==> src/rtl/riscv_mc_controller.sv <==
// Multi-cycle RV32I main control FSM: FETCH/DECODE/EXEC/MEM/WB sequencing,
// variable-latency memory handshake with timeout trap, retired-instruction count.
module riscv_mc_controller #(
    parameter int CNT_W       = 32,
    parameter int MEM_TIMEOUT = 16,
    parameter int TO_W        = 5
) (
    input  logic             clk,
    input  logic             reset,
    input  logic [6:0]       opcode,
    input  logic             mem_ready,
    output logic             mem_req,
    output logic             IRWrite,
    output logic             PCWrite,
    output logic             Branch,
    output logic             JalrSel,
    output logic             MemRead,
    output logic             MemWrite,
    output logic             RegWrite,
    output logic [1:0]       ALUSrcA,
    output logic [1:0]       ALUSrcB,
    output logic [1:0]       ALUop,
    output logic [1:0]       RWSel,
    output logic             trap,
    output logic [CNT_W-1:0] instret
);

    typedef enum logic [2:0] {
        S_FETCH  = 3'd0,
        S_DECODE = 3'd1,
        S_EXEC   = 3'd2,
        S_MEM    = 3'd3,
        S_WB     = 3'd4,
        S_TRAP   = 3'd5
    } state_t;

    localparam logic [6:0] OP_R     = 7'b0110011;
    localparam logic [6:0] OP_I     = 7'b0010011;
    localparam logic [6:0] OP_LD    = 7'b0000011;
    localparam logic [6:0] OP_ST    = 7'b0100011;
    localparam logic [6:0] OP_BR    = 7'b1100011;
    localparam logic [6:0] OP_JAL   = 7'b1101111;
    localparam logic [6:0] OP_JALR  = 7'b1100111;
    localparam logic [6:0] OP_LUI   = 7'b0110111;
    localparam logic [6:0] OP_AUIPC = 7'b0010111;

    localparam bit              TO_EN   = (MEM_TIMEOUT > 0);
    localparam int              TO_L_I  = (MEM_TIMEOUT > 0) ? MEM_TIMEOUT - 1 : 0;
    localparam logic [TO_W-1:0] TO_LAST = TO_W'(TO_L_I);

    state_t           state_q, state_d;
    logic [6:0]       op_q, op_d;
    logic [TO_W-1:0]  cnt_q, cnt_d;
    logic [CNT_W-1:0] instret_q, instret_d;
    logic             legal, waiting, timeout;
    logic             is_r, is_i, is_ld, is_st, is_br;
    logic             is_jal, is_jalr, is_lui, is_auipc;

    always_comb begin
        unique case (opcode)
            OP_R, OP_I, OP_LD, OP_ST, OP_BR,
            OP_JAL, OP_JALR, OP_LUI, OP_AUIPC: legal = 1'b1;
            default:                           legal = 1'b0;
        endcase
    end

    assign is_r     = (op_q == OP_R);
    assign is_i     = (op_q == OP_I);
    assign is_ld    = (op_q == OP_LD);
    assign is_st    = (op_q == OP_ST);
    assign is_br    = (op_q == OP_BR);
    assign is_jal   = (op_q == OP_JAL);
    assign is_jalr  = (op_q == OP_JALR);
    assign is_lui   = (op_q == OP_LUI);
    assign is_auipc = (op_q == OP_AUIPC);

    assign waiting = mem_req && !mem_ready;
    // The MEM_TIMEOUT-th consecutive stalled cycle is the one that traps.
    assign timeout = TO_EN && waiting && (cnt_q == TO_LAST);

    always_comb begin
        state_d   = state_q;
        op_d      = op_q;
        instret_d = instret_q;
        cnt_d     = waiting ? cnt_q + TO_W'(1) : cnt_q;
        unique case (state_q)
            S_FETCH: begin
                if (mem_ready) state_d = S_DECODE;
            end
            S_DECODE: begin
                op_d    = opcode;
                state_d = legal ? S_EXEC : S_TRAP;
            end
            S_EXEC: begin
                if (is_br) begin
                    state_d   = S_FETCH;
                    instret_d = instret_q + CNT_W'(1);
                end else if (is_ld || is_st) begin
                    state_d = S_MEM;
                end else begin
                    state_d = S_WB;
                end
            end
            S_MEM: begin
                if (mem_ready && is_ld) begin
                    state_d = S_WB;
                end else if (mem_ready) begin
                    state_d   = S_FETCH;
                    instret_d = instret_q + CNT_W'(1);
                end
            end
            S_WB: begin
                state_d   = S_FETCH;
                instret_d = instret_q + CNT_W'(1);
            end
            S_TRAP:  state_d = S_TRAP;
            default: state_d = S_FETCH;
        endcase
        if (timeout) state_d = S_TRAP;
        if (state_d != state_q) cnt_d = '0;
    end

    always_ff @(posedge clk) begin
        if (!reset) begin
            state_q   <= S_FETCH;
            op_q      <= '0;
            cnt_q     <= '0;
            instret_q <= '0;
        end else begin
            state_q   <= state_d;
            op_q      <= op_d;
            cnt_q     <= cnt_d;
            instret_q <= instret_d;
        end
    end

    always_comb begin
        mem_req  = 1'b0;
        IRWrite  = 1'b0;
        PCWrite  = 1'b0;
        Branch   = 1'b0;
        JalrSel  = 1'b0;
        MemRead  = 1'b0;
        MemWrite = 1'b0;
        RegWrite = 1'b0;
        ALUSrcA  = 2'b00;
        ALUSrcB  = 2'b00;
        ALUop    = 2'b00;
        RWSel    = 2'b00;
        unique case (state_q)
            S_FETCH: begin
                mem_req = 1'b1;
                MemRead = 1'b1;
                ALUSrcB = 2'b10;
                IRWrite = mem_ready && reset;
                PCWrite = mem_ready && reset;
            end
            S_EXEC: begin
                unique case (1'b1)
                    is_r:  begin ALUSrcA = 2'b01; ALUop = 2'b10; end
                    is_i:  begin ALUSrcA = 2'b01; ALUSrcB = 2'b01; ALUop = 2'b11; end
                    is_ld, is_st: begin ALUSrcA = 2'b01; ALUSrcB = 2'b01; end
                    is_br: begin ALUSrcA = 2'b01; ALUop = 2'b01; Branch = 1'b1; end
                    is_jal: begin ALUSrcB = 2'b01; PCWrite = 1'b1; end
                    is_jalr: begin
                        ALUSrcA = 2'b01;
                        ALUSrcB = 2'b01;
                        PCWrite = 1'b1;
                        JalrSel = 1'b1;
                    end
                    is_auipc: ALUSrcB = 2'b01;
                    is_lui: begin ALUSrcA = 2'b10; ALUSrcB = 2'b01; end
                    default: ;
                endcase
            end
            S_MEM: begin
                mem_req  = 1'b1;
                MemRead  = is_ld;
                MemWrite = is_st;
                ALUSrcA  = 2'b01;
                ALUSrcB  = 2'b01;
            end
            S_WB: begin
                RegWrite = 1'b1;
                unique case (1'b1)
                    is_ld:             RWSel = 2'b01;
                    is_jal, is_jalr:   RWSel = 2'b10;
                    is_lui:            RWSel = 2'b11;
                    default:           RWSel = 2'b00;
                endcase
            end
            default: ;
        endcase
    end

    assign trap    = (state_q == S_TRAP);
    assign instret = instret_q;

endmodule
==> config.mk <==
export PLATFORM = sky130hd
export DESIGN_NAME = riscv_mc_controller
export DESIGN_NICKNAME = d
export VERILOG_FILES = /design/src/rtl/riscv_mc_controller.sv
export SDC_FILE = /design/constraint.sdc
export NUM_CORES = 1
export LEC_CHECK = 0
export CELL_PAD_IN_SITES_DETAIL_PLACEMENT = 0
export CELL_PAD_IN_SITES_GLOBAL_PLACEMENT = 2
export CORE_ASPECT_RATIO = 1.1
export CORE_MARGIN = 2
export CORE_UTILIZATION = 31
export DETAILED_ROUTE_END_ITERATION = 10
export PLACE_DENSITY = 0.93
export SETUP_SLACK_MARGIN = 0.2
export SLEW_MARGIN = 20
export SYNTH_ARGS = -nofsm -noshare
export SYNTH_HDL_FRONTEND = slang
export SYNTH_SLANG_ARGS = --single-unit
==> constraint.sdc <==
create_clock -name clk -period 4.6 [get_ports clk]
set_input_delay 0.46 -clock clk [delete_from_list [all_inputs] [get_ports clk]]
set_output_delay 0.46 -clock clk [all_outputs]
set_load 0.02 [all_outputs]
==> run_results.csv, run 1 <==
group,metric,value,unit
setup_path,worst_setup_path_start_kind,"register",
pwr,netSwitchingPower,0.000238,W
floorplanning,die_h,101,µm
clock_tree,path_clk_slew,0.09,ns
clock_tree,postCtsSetupRepairBufs,0,
sta,drv_slew,0,
routing,initialDrtViolationCount,68,
synth,synth_top_flop_cell,"dfxtp_1",
synth,avgSynthCellArea,8.09,µm²
setup_path,required,4.14,ns
layout,post-route-util,40.9,%
synth,synth_cell_types,47,
sta,setup_viol,0,
floorplanning,io_pins,59,
clock_tree,cts_tree,"done",
layout,antenna_cells,0,
pwr,p_int,0.000692,W
routing,wl,6430,µm
flow_run,max_cap_violations,0,
layout,area_delta_synth_final,29.3,%
layout,design_area,0.00340,mm²
clock_tree,htreeDepth,2,
layout,drive_above_1_share,4.83,%
routing,vias,2516,
global_routing,grt_pass1_vias,2268,
sta,finalCriticalPeriod,3.06,ns
synth,yosysWarningCount,0,
sta,worst_pin_slew,0.838,ns
synth,synth_area,0.00263,mm²
floorplanning,start_util,31.6,%
layout,nets,385,
routing,wl_per_cell,13.3,µm
global_routing,grt_overflow,0,
pwr,pwr-share-comb,13.5,%
placement,placedCellCount,476,
clock_tree,cts_sinks,47,
synth,async_reset_ff_share,0,%
routing,dr.pass1.iters,4,
synth,synth_edf_count,0,
sta,setup_tns,0,ns
synth,seq_area_frac_synth,35.8,%
floorplanning,design.core.area,0.00832,mm²
setup_path,worstPathArrival,2.60,ns
placement,gp_congestion,0.742,
routing,drc,0,
sta,post-route-period-util,66.6,%
floorplanning,rows,35,
setup_path,crit_path_end_kind,"output pin",
global_routing,grt_pass1_wl,10600,µm
floorplanning,die_x,91.8,µm
clock_tree,cts_buffers,5,
setup_path,crit_fanout,15,
sta,finalHoldViolCount,0,
synth,syn_inst,325,
pwr,leakagePower,1.07,nW
global_routing,grt_max_degree,38,
placement,port_buffers,58,
clock_tree,clkLatencyLatePin,0.31,ns
sta,rsz0062_at_grt,"no",
sta,maxSlewHeadroom,44.0,%
sta,fin_skew,0.0140,ns
routing,ant_nets,0,
clock_tree,cts_resized,0,
clock_tree,ctsLongestPathBuffers,2,
floorplanning,dieArea,0.00924,mm²
placement,dpl_cell_area,0.00326,mm²
global_routing,antenna_found_initial,0,
placement,dp_hpwl,4560,µm
clock_tree,hold_buffers,0,
min_path,min-delay-path-class,"reg -> reg",
global_routing,grtUsageTotal,13.8,%
setup_path,path_class,"reg -> out",
pwr,ir_drop,125,µV
synth,synth_seq_cells,47,
pwr,swShare,25.6,%
pwr,sequentialPowerShare,47.6,%
pwr,p_per_area,274,mW/mm²
clock_tree,cts-root-buf,"clkbuf_8",
sta,timing.fmax,326,MHz
synth,syn-num-nets,338,
pwr,pwr-share-clk,39.0,%
routing,vias_per_cell,5.20,
layout,fin_cells,484,
run_status,status,"finished clean",
==> metal layers <==
metal / global-route usage [%] / share of wire (%)
met1: 17.3 / 47
met2: 23.4 / 47
met3: 2.99 / 4.4
met4: 5.40 / 1.7
met5: 0 / 0
==> flip-flops by register name, indices dropped and copies added (netlist names) <==
signal   flops
instret     32
op_q         7
cnt_q        5
state_q      3
==> worst max-delay path, stage by stage, from the launching register on <==
cell,delay (ns)
dfxtp_1,0.61
nor3b_1,0.53
nand3_1,0.23
o31ai_1,0.29
clkdlybuf4s50_1,0.65
==> metrics by stage <==
step,hold WS [ns],setup slack (ns),total power (W)
after floorplan,0.472,2.39,0.000533
after global placement,0.476,1.80,0.000577
after detailed placement,0.482,1.74,0.000577
after CTS,0.497,1.51,0.000943
after global routing,0.526,1.32,0.000973
final,0.494,1.54,0.000930
==> layout make-up <==
type,count,area [µm²]
fillers,851,4920
multi-input cells,247,1550
flip-flops and latches,47,941
repair buffers,59,588
well taps,111,139
clock buffers,5,68.8
clock inverters,3,67.6
inverters,12,45.0
==> cells in the mapped netlist, types with 2 or more instances <==
master,n,area (µm²)
mux2i_1,13,130
nor3_1,5,25.0
o21ai_0,13,65.1
a31oi_1,2,12.5
nand4_1,10,62.6
or4_1,16,120
buf_6,2,22.5
nand2b_1,5,31.3
clkbuf_1,12,45.0
ha_1,3,37.5
nand3_2,2,20.0
or3b_1,2,17.5
nor2b_1,6,37.5
nand3_1,14,70.1
a21oi_1,25,125
nand4bb_1,2,22.5
buf_2,5,25.0
xor2_1,7,61.3
or3_1,8,50.1
and3_1,5,31.3
o21a_1,5,37.5
nor3b_1,2,15.0
and4_1,3,26.3
inv_1,11,41.3
nor2_1,36,135
nand2_1,26,97.6
nor4_1,4,25.0
dfxtp_1,47,941
o31ai_1,16,120
==> cells by family after synthesis <==
family	share of synthesized area (%)
mux	4.95
fa+ha+maj	1.43
xor+xnor	2.66
simple gates	32.3
compound gates	17.7
flops	35.8
buf+inv	5.23
==> layout by cell type (no fill, tap or decap), drive strengths merged, types with 2 or more instances in the layout <==
cell	count
nor4	5
nand2	26
or3	8
clkbuf	5
a21oi	25
and3	5
bufinv	2
dfxtp	47
ha	3
nor2b	6
mux2i	13
a31oi	2
o31ai	16
o21a	5
xor2	7
nor3	5
nor2	36
inv	12
nand3	17
clkdlybuf4s50	58
o21ai	14
nor3b	2
nand4bb	2
and4	3
or2	2
nand4	10
or4	16
nand2b	5
or3b	2
==> power groups by stage <==
stage	registers, W	clock network [W]	logic [W]
4_1_cts	0.000442	0.000374	0.000127
2_1_floorplan	0.000436	0	0.0000970
3_3_place_gp	0.000452	0	0.000125
5_1_grt	0.000446	0.000389	0.000138
3_5_place_dp	0.000451	0	0.000126
6_report	0.000443	0.000362	0.000125
==> path summary, 6_finish.rpt <==
path / start / endpoint / slack [ns] / depth (start not counted)
setup reg to reg: state_q[2]$_SDFF_PN0_ / instret[21]$_SDFFE_PN0P_ / 1.96 / 5
hold reg to reg: instret[31]$_SDFFE_PN0P_ / instret[31]$_SDFFE_PN0P_ / 0.49 / 2
setup / recovery: state_q[1]$_SDFF_PN0_ / PCWrite / 1.54 / 4
hold / removal: instret[31]$_SDFFE_PN0P_ / instret[31]$_SDFFE_PN0P_ / 0.49 / 2
Note: power is estimated with default switching activity, not from simulation.
==> run 2, diff against run 1 <==
--- a/config.mk
+++ b/config.mk
@@ -9,9 +9,9 @@
 export CELL_PAD_IN_SITES_GLOBAL_PLACEMENT = 2
 export CORE_ASPECT_RATIO = 1.1
 export CORE_MARGIN = 2
-export CORE_UTILIZATION = 31
+export CORE_UTILIZATION = 26
 export DETAILED_ROUTE_END_ITERATION = 10
-export PLACE_DENSITY = 0.93
+export PLACE_DENSITY = 0.84
 export SETUP_SLACK_MARGIN = 0.2
 export SLEW_MARGIN = 20
 export SYNTH_ARGS = -nofsm -noshare
==> constraint.sdc (replaced) <==
create_clock -name clk -period 2.5 [get_ports clk]
set_input_delay 0.25 -clock clk [delete_from_list [all_inputs] [get_ports clk]]
set_output_delay 0.25 -clock clk [all_outputs]
set_load 0.02 [all_outputs]
==> run_results.csv, run 2 (synthesis results as in run 1) <==
group,metric,value,unit
sta,whs,0.500,ns
placement,dpl_cell_area,0.00342,mm²
floorplanning,design.core.area,0.00984,mm²
routing,vias,2638,
layout,design_area,0.00355,mm²
floorplanning,dieArea,0.0109,mm²
run_status,status,"finished clean",
setup_path,worstPathArrival,1.91,ns
sta,fin_skew,0.0165,ns
clock_tree,cts-root-buf,"clkbuf_8",
setup_path,cp.buffers_inverters,3,
floorplanning,io_pins,59,
floorplanning,die_x,99.9,µm
layout,largest_reg_flops,32,
sta,rsz0062_at_grt,"no",
pwr,p_total,0.00166,W
layout,mostFrequentLayoutCells,"clkdlybuf4s50_1, dfxtp_1, nor2_1",
clock_tree,cts_buffers,5,
global_routing,grt_max_degree,35,
clock_tree,htreeDepth,2,
sta,worst_pin_slew,0.598,ns
setup_path,path_class,"reg -> out",
sta,worst_slack,0.337,ns
floorplanning,rows,38,
setup_path,crit_path_max_incr_delay,0.62,ns
routing,wl_per_cell,14.1,µm
routing,wl,7240,µm
pwr,p_per_area,469,mW/mm²
layout,nets,405,
layout,antenna_cells,0,
setup_path,crit_fanout,9,
global_routing,grt_pass1_wl,12300,µm
clock_tree,cts_sinks,47,
floorplanning,die_h,109,µm
clock_tree,ctsLongestPathBuffers,2,
setup_path,required,2.25,ns
setup_path,crit_path_end_kind,"output pin",
sta,setup_tns,0,ns
routing,drc,0,
pwr,leakagePower,1.22,nW
routing,dr.pass1.iters,4,
sta,finalHoldViolCount,0,
routing,ant_nets,0,
layout,drive_above_1_share,11.5,%
flow_run,max_cap_violations,0,
min_path,min-delay-path-class,"reg -> reg",
setup_path,slowest_stage,"clkdlybuf4s50_1",
placement,dp_hpwl,5310,µm
placement,port_buffers,58,
layout,final_common_cell,"clkdlybuf4s50_1",
sta,post-route-period-util,86.5,%
global_routing,grt_pass1_vias,2550,
global_routing,grt_overflow,0,
placement,place_ws,0.0659,ns
sta,finalCriticalPeriod,2.16,ns
sta,setup_viol,0,
clock_tree,hold_buffers,0,
floorplanning,start_util,26.7,%
layout,area_delta_synth_final,34.9,%
clock_tree,clkLatencyLatePin,0.31,ns
clock_tree,cts_tree,"done",
sta,drv_slew,0,
sta,maxSlewHeadroom,59.7,%
pwr,ir_drop,225,µV
setup_path,cp_top_family,"buffers and inverters",
setup_path,path_cells,"buf_4 -> nor2_1 -> buf_4 -> nand2_1 -> nor2_1 -> clkdlybuf4s50_1",
clock_tree,path_clk_slew,0.10,ns
setup_path,worst_setup_path_start_kind,"register",
sta,timing.fmax,462,MHz
global_routing,grtUsageTotal,13.8,%
placement,gp_congestion,0.815,
routing,vias_per_cell,5.14,
routing,initialDrtViolationCount,103,
global_routing,antenna_found_initial,0,
-- run 2: changes by cell type in the layout (fill, tap and decap cells not counted), moves of 2 or more --
| cell | change |
|---|---|
| buf_4 | +20 |
| clkdlybuf4s50_1 | -10 |
| dlygate4sd2_1 | +6 |
| clkbuf_2 | +3 |
| dfxtp_1 | -2 |
| dfxtp_2 | +2 |
| nand3_2 | -2 |
| nand3_4 | +2 |
-- run 2: final timing paths --
| check | startpoint | slack, ns | endpoint | cells past startpoint |
|---|---|---|---|---|
| worst max register to register | op_q[5]$_SDFFE_PN0P_ | 0.38 | instret[28]$_SDFFE_PN0P_ | 6 |
| worst min register to register | instret[31]$_SDFFE_PN0P_ | 0.50 | instret[31]$_SDFFE_PN0P_ | 2 |
| worst min-delay path | instret[31]$_SDFFE_PN0P_ | 0.50 | instret[31]$_SDFFE_PN0P_ | 2 |
| worst max-delay path | op_q[2]$_SDFFE_PN0P_ | 0.34 | Branch | 6 |
-- run 2: metrics by stage --
stage | util [%] | cells
5_1_grt | 36.0 | 513
3_5_place_dp | 34.7 | 504
3_3_place_gp | 34.7 | 504
4_1_cts | 35.8 | 512
6_report | 36.0 | 513
2_1_floorplan | - | 325
-- run 2: metal layers --
| layer | wire [µm] | share of wire, % | GRT usage [%] | vias to the layer above |
|---|---|---|---|---|
| li1 | - | - | - | 1329 |
| met1 | 3240 | 45 | 17.6 | 1227 |
| met2 | 3470 | 48 | 23.2 | 75 |
| met3 | 431 | 6.0 | 3.18 | 7 |
| met4 | 95 | 1.3 | 4.21 | 0 |
| met5 | 0 | 0 | 0 | - |
-- run 2: cell type report --
class                   count  area [µm²]
repair buffers             79         718
well taps                 120         150
inverters                  12        45.0
flip-flops and latches     47         943
clock buffers               5        68.8
multi-input cells         247        1580
fillers                  1030        6290
clock inverters             3        43.8
-- run 2: repair_timing --
action,CTS,global route
pin swaps,0,1
resized for setup,11,13
setup buffers,0,1
setup endpoints to repair,10,20
-- run 2: worst min-delay path, cell delays in order (launching register included) --
cell and delay [ns]:
dfxtp_1 0.35, nand2_1 0.06, mux2i_1 0.06
-- run 2: power by group --
| group | switching (W) | total (W) | internal, W | leakage (nW) |
|---|---|---|---|---|
| registers | 0.0000259 | 0.000795 | 0.000769 | 0.381 |
| clock network | 0.000285 | 0.000583 | 0.000298 | 0.0581 |
| logic | 0.000156 | 0.000285 | 0.000130 | 0.784 |
